--- src/rtl/mux_i4_1.sv ---
// Four-way WIDTH-bit selector with a combinational output plus registered copies of output and select.
// Optional MUX_I4_1_ONEHOT_EN adds sel_oh, a one-hot decode of the registered select.
module mux_i4_1 #(
  parameter int WIDTH = 2
) (
  input  logic             clk,
  input  logic             rst_n,
  input  logic [WIDTH-1:0] i0,
  input  logic [WIDTH-1:0] i1,
  input  logic [WIDTH-1:0] i2,
  input  logic [WIDTH-1:0] i3,
  input  logic [1:0]       s,
  input  logic             en,
  output logic [WIDTH-1:0] o,
  output logic [WIDTH-1:0] o_q,
  output logic [1:0]       s_q,
`ifdef MUX_I4_1_ONEHOT_EN
  output logic             o_vld,
  output logic [3:0]       sel_oh
`else
  output logic             o_vld
`endif
);

  logic [WIDTH-1:0] o_p0;
  logic [WIDTH-1:0] o_p1;
  logic [1:0]       s_p1;
  logic             vld_p1;

  // Stage p0: combinational select; an unknown select poisons the output in simulation
  always_comb begin
    o_p0 = 'x;
    case (s)
      2'b00:   o_p0 = i0;
      2'b01:   o_p0 = i1;
      2'b10:   o_p0 = i2;
      2'b11:   o_p0 = i3;
      default: o_p0 = 'x;
    endcase
  end

  assign o = o_p0;

  // Stage p1: enabled capture of the selected data and select
  always_ff @(posedge clk or negedge rst_n) begin
    if (!rst_n) begin
      o_p1   <= '0;
      s_p1   <= 2'b00;
      vld_p1 <= 1'b0;
    end else if (en) begin
      o_p1   <= o_p0;
      s_p1   <= s;
      vld_p1 <= 1'b1;
    end
  end

  assign o_q   = o_p1;
  assign s_q   = s_p1;
  assign o_vld = vld_p1;

`ifdef MUX_I4_1_ONEHOT_EN
  always_comb begin
    sel_oh = 4'b0000;
    if (vld_p1) sel_oh[s_p1] = 1'b1;
  end
`endif

endmodule

--- config.mk ---
export PLATFORM = sky130hd
export DESIGN_NAME = mux_i4_1
export DESIGN_NICKNAME = d
export VERILOG_FILES = /design/src/rtl/mux_i4_1.sv
export SDC_FILE = /design/constraint.sdc
export NUM_CORES = 1
export LEC_CHECK = 0
export BUFFER_PORTS_ARGS = -buffer_cell sky130_fd_sc_hd__buf_2
export CAP_MARGIN = 20
export CORE_AREA = 2 2 39 41
export CTS_CLUSTER_DIAMETER = 60
export DETAILED_ROUTE_END_ITERATION = 10
export DIE_AREA = 0 0 41 43
export HOLD_SLACK_MARGIN = 0.06
export PLACE_DENSITY = 0.48
export SLEW_MARGIN = 30
export SYNTH_ARGS = -nofsm -noshare
export SYNTH_HDL_FRONTEND = slang
export SYNTH_SLANG_ARGS = --single-unit
--- constraint.sdc ---
create_clock -name clk -period 1.4 [get_ports clk]
set_input_delay 0 -clock clk [delete_from_list [all_inputs] [get_ports clk]]
set_output_delay 0 -clock clk [all_outputs]
set_load 0.01 [all_outputs]
==> impl_metrics.json, run 1 <==
{
  "wirelength_um": 685,
  "grt.overflow.total": 0,
  "cts_buffers": 3,
  "tns_ps": 0,
  "required_ps": 1520,
  "finalCriticalPeriod_ps": 900.0,
  "finalHoldViolCount": 0,
  "grt_pass1_wl_um": 1055,
  "cts_tree": "yes",
  "area_growth_pct": 57.14,
  "synth_area_leaders": "dfrtp_1, mux2i_1, nand2b_1",
  "wl_per_cell_um": 11.05,
  "worstSetupPathType": "in2reg",
  "dieArea_um2": 1763,
  "vias": 251,
  "met3_usage_pct": 3.665,
  "ioPinCount": 20,
  "clock_skew_ps": 0,
  "cp-start-kind": "input port",
  "io_buffer_count": 19,
  "ys_seq_area_share_pct": 47.62,
  "core_um2": 1384,
  "tightestPinTransition_ps": 198.8,
  "ir_drop_v": 0.0003753,
  "setup_viol": 0,
  "drtIter0Drc": 0,
  "fin_util_pct": 29.84,
  "drtAntennaViolNets": 0,
  "nets": 60,
  "cts_resized": 0,
  "dp.final_hpwl_um": 556.9,
  "grt_use_met2_pct": 14.06,
  "clockRootBuffer": "clkbuf_4",
  "synth_nets": 35,
  "drive_above_1_share_pct": 52.17,
  "ff2ff_setup_slack_ps": 650,
  "synthCells": 22,
  "rsz0062_at_grt": "no",
  "final_cell_area_um2": 412.9,
  "max_freq_mhz": 1111,
  "p_leak_uw": 0.0002131,
  "synth_area_per_cell_um2": 11.94,
  "dieHeight_um": 43,
  "dpl-instance-area_um2": 366.6,
  "min_path_type": "in2async",
  "clk_pin_slew_ps": 40,
  "via_per_inst": 4.048,
  "top_usage_layer": "met2",
  "synth_top_area_cell": "dfrtp_1",
  "yosysTopAreaCellShare_pct": 47.62,
  "relSlewSlack_pct": 86.37,
  "grt_pass1_vias": 268,
  "syn_area_um2": 262.8,
  "report.final.slew_viol_count": 0,
  "drc": 0,
  "antennaDiodeCount": 0,
  "arrival_ps": 1020,
  "initial_utilization_pct": 18.99,
  "status": "finished, final reports clean",
  "power_density_nw_per_um2": 1009,
  "clock_latency_ps": 240,
  "gp_congestion": 0.6202,
  "row_count": 14,
  "first_pass_iters": 1,
  "die_x_um": 41,
  "clockBufferDepth": 2,
  "cts_max_level": 1,
  "use_met1_pct": 10.20,
  "end_kind": "register",
  "period_share_pct": 64.29,
  "grt_max_degree": 8,
  "finalPower_uw": 416.6,
  "yosys.cell_types.count": 10,
  "clock_sinks": 5,
  "cap_violations": 0,
  "ys_warn_count": 0,
  "crit_fanout": 7,
  "grt.total_usage_pct": 9.606,
  "antenna_found_initial": 0,
  "synth-seq-cells": 5
}
state kept, by name, indices dropped and copies added, names as in the netlist:
name,count
o_vld,1
o_q,2
s_q,2
synth_stat cells:
cell type,instances
o21ai_0,1
dfrtp_1,5
mux2i_1,6
nand2_1,1
or2_2,1
nand2b_1,3
mux2_2,1
o221ai_1,2
inv_1,1
buf_6,1
cell usage in the layout, fill, tap and decap left out:
cell type | Yosys | final
nand2_1 | 1 | 1
buf_2 | 0 | 19
o21ai_0 | 1 | 1
nand2b_1 | 3 | 3
dlygate4sd3_1 | 0 | 2
clkbuf_4 | 0 | 3
o221ai_1 | 2 | 2
dfrtp_1 | 5 | 5
or2_2 | 1 | 1
clkbuf_1 | 0 | 1
mux2i_1 | 6 | 6
inv_1 | 1 | 1
mux2_2 | 1 | 1
timing repair:
item / CTS / global route
setup buffers: 0 / 0
hold endpoints to repair: 6 / 0
hold buffers: 2 / 0
path summary, 6_finish.rpt:
kind / start / depth (start not counted) / endpoint
max: en / 3 / s_q[0]
min reg2reg: o_vld / 1 / o_vld
max reg2reg: s_q[0] / 1 / s_q[0]
min: rst_n / 2 / s_q[1]
min in group clk: i2[0] / 3 / o_q[0]
max in group asynchronous: rst_n / 2 / s_q[0]
per-layer routing:
layer  share of wire (%)  vias up
met5                   0        -
li1                    -      125
met2                  41       20
met3                  17        0
met1                  42      106
met4                   0        0
power breakdown:
group	switching (uW)	leakage (uW)	total, uW	internal (uW)
Clock	55.1	0.0000150	163	107
Sequential	6.55	0.0000571	164	158
Combinational	43.5	0.000141	89.5	46.0
Total	105	0.000213	417	311
final cells by class:
| cell class | count | area, um^2 |
|---|---|---|
| fill | 145 | 970.9 |
| sequential | 5 | 125.1 |
| multi-input combinational | 15 | 122.6 |
| timing repair buffer | 21 | 115.1 |
| clock buffer | 4 | 26.28 |
| tap | 16 | 20.02 |
| inverter | 1 | 3.754 |
cell families after synthesis:
logic type      count (synthesis)  synth area share [%]
compound gates                  3                 8.571
buf+inv                         2                 5.713
flops                           5                 47.62
mux                             7                 27.14
simple gates                    5                 10.95
through the flow:
step / setup slack (ps) / cells / hold slack, ps
floorplan: 618.8 / 22 / -295.6
global placement: 661.9 / 56 / -179.1
detailed placement: 636.2 / 56 / -178.9
CTS: 500.0 / 62 / 92.21
global route: 474.0 / 62 / 121.2
finish: 500.0 / 62 / 105.8
critical path, cell delays in order:
cell           delay [ps]
dlygate4sd3_1         520
buf_2                 150
mux2_2                340
No activity file was read; power rests on OpenSTA's default activity.
==> run 2, diff against run 1 <==
--- a/config.mk
+++ b/config.mk
@@ -12,7 +12,7 @@
 export DETAILED_ROUTE_END_ITERATION = 10
 export DIE_AREA = 0 0 41 43
 export HOLD_SLACK_MARGIN = 0.06
-export PLACE_DENSITY = 0.48
+export PLACE_DENSITY = 0.5
 export SLEW_MARGIN = 30
 export SYNTH_ARGS = -nofsm -noshare
 export SYNTH_HDL_FRONTEND = slang
==> constraint.sdc (replaced) <==
create_clock -name clk -period 0.8 [get_ports clk]
set_input_delay 0 -clock clk [delete_from_list [all_inputs] [get_ports clk]]
set_output_delay 0 -clock clk [all_outputs]
set_load 0.01 [all_outputs]
==> run 2 against run 1 <==
Combinational power grew 78%. Die area is the same. Clock power grew 81%. Power grew 78%. Cell count is the same. Flip-flop and latch count is the same. First-iteration DRC count is the same. Via count grew 0.40%. Highest routed layer unchanged.
==> impl_metrics.json, run 2 (synthesized netlist as in run 1, its figures left out) <==
{
  "cts_resized": 0,
  "drtAntennaViolNets": 0,
  "r2r-end": "o_vld",
  "setup_viol": 0,
  "cp-start-kind": "register",
  "drive_above_1_share_pct": 54.35,
  "grt_max_degree": 8,
  "dieHeight_um": 43,
  "vias": 252,
  "min_path_type": "in2reg",
  "ff2ff_setup_slack_ps": 50,
  "report.final.slew_viol_count": 0,
  "grt_pass1_vias": 258,
  "ctsHoldBuffers": 1,
  "cts_max_level": 1,
  "cts_tree": "yes",
  "drc": 0,
  "cpLargestDelayFamily": "flip-flops",
  "core_um2": 1384,
  "relSlewSlack_pct": 85.90,
  "io_buffer_count": 19,
  "tightestPinTransition_ps": 205.6,
  "final_common_cell": "buf_2",
  "worst_path_largest_cell_delay_ps": 380,
  "end_kind": "output port",
  "grt_pass1_wl_um": 979,
  "period_share_pct": 95.86,
  "min_from": "en",
  "clock_skew_ps": 0,
  "finalCriticalPeriod_ps": 766.9,
  "row_count": 14,
  "nets": 60,
  "ir_drop_v": 0.0007928,
  "fill_cells": 139,
  "crit_chain": "buf_2",
  "arrival_ps": 770,
  "antenna_found_initial": 0,
  "reg2regPathDepth": 1,
  "finalHoldViolCount": 0,
  "worst-path-buf-inv": 1,
  "cap_violations": 0,
  "gp_congestion": 0.5889,
  "hold_end": "s_q[1]",
  "max_freq_mhz": 1304,
  "clk_pin_slew_ps": 50,
  "wirelength_um": 683,
  "antennaDiodeCount": 0,
  "ioPinCount": 20,
  "grt.overflow.total": 0,
  "clock_sinks": 5,
  "clockBufferDepth": 2,
  "timing.rr.start": "o_vld",
  "required_ps": 800,
  "crit_fanout": 2,
  "clockRootBuffer": "clkbuf_4",
  "hold_depth": 2,
  "area_growth_pct": 56.19,
  "cts_buffers": 3,
  "worstSetupPathType": "reg2out",
  "status": "finished, final reports clean",
  "first_pass_iters": 1,
  "die_x_um": 41,
  "mostFrequentLayoutCells": "buf_2, mux2i_1, dfrtp_1, nand2b_1, clkbuf_4",
  "fin_util_pct": 29.66,
  "power_density_nw_per_um2": 1806,
  "via_per_inst": 4.065,
  "drtIter0Drc": 0,
  "grt.total_usage_pct": 8.871,
  "wl_per_cell_um": 11.02,
  "dp.final_hpwl_um": 509.6,
  "p_leak_uw": 0.0002138,
  "finalPower_uw": 741.2,
  "dieArea_um2": 1763,
  "initial_utilization_pct": 18.99,
  "cpMaxStageDelayCell": "dfrtp_1",
  "clock_latency_ps": 240
}
==> run 2: cell types whose count changed in the layout (fill, tap and decap cells not counted) <==
cell           before  now
buf_4               0    1
dlygate4sd3_1       2    1
==> run 2: worst max-delay path by stage <==
stage | startpoint | end | cells after the start
after floorplan | o_vld | o_vld | 1
after global routing | s_q[1] | s_q[1] | 1
after CTS | o_q[1] | o_q[1] | 1
final | s_q[1] | s_q[1] | 1
after detailed placement | s[0] | o_q[0] | 3
after global placement | s[0] | o_q[0] | 3
==> run 2: metal layers <==
layer / vias up / share of wire, % / wire length (um) / GRT usage (%)
met3: 0 / 17 / 113 / 6.806
met4: 0 / 0 / 0 / 4.000
met5: - / 0 / 0 / 0
met2: 22 / 37 / 253 / 12.50
li1: 125 / - / - / -
met1: 105 / 46 / 316 / 9.446
==> run 2: repair_timing <==
action	in CTS	in global routing
setup endpoints to repair	0	1
setup buffers	0	1
hold endpoints to repair	7	2
==> run 2: report_power, final <==
part / switching [uW] / internal (uW)
logic: 76.2 / 82.5
clock network: 106 / 189
registers: 11.4 / 276
==> run 2: layout make-up <==
class	count	area [um^2]	area share, %
multi-input cells	15	122.6	29.88
clock buffers	4	26.28	6.402
flip-flops and latches	5	125.1	30.49
repair buffers	21	112.6	27.44
inverters	1	3.754	0.9146
well taps	16	20.02	4.878
==> run 2: metrics by stage <==
stage | instance area, um^2 | hold WS (ps) | setup WS, ps | setup TNS [ps] | std cells
floorplan | 262.8 | -295.6 | 18.76 | 0 | 22
global placement | 366.6 | -179.1 | 44.34 | 0 | 56
detailed placement | 366.6 | -179.9 | 29.23 | 0 | 56
CTS | 402.9 | 34.14 | 32.23 | 0 | 61
global route | 410.4 | 50.82 | -0.8800 | -0.8800 | 62
finish | 410.4 | 40.28 | 33.12 | 0 | 62
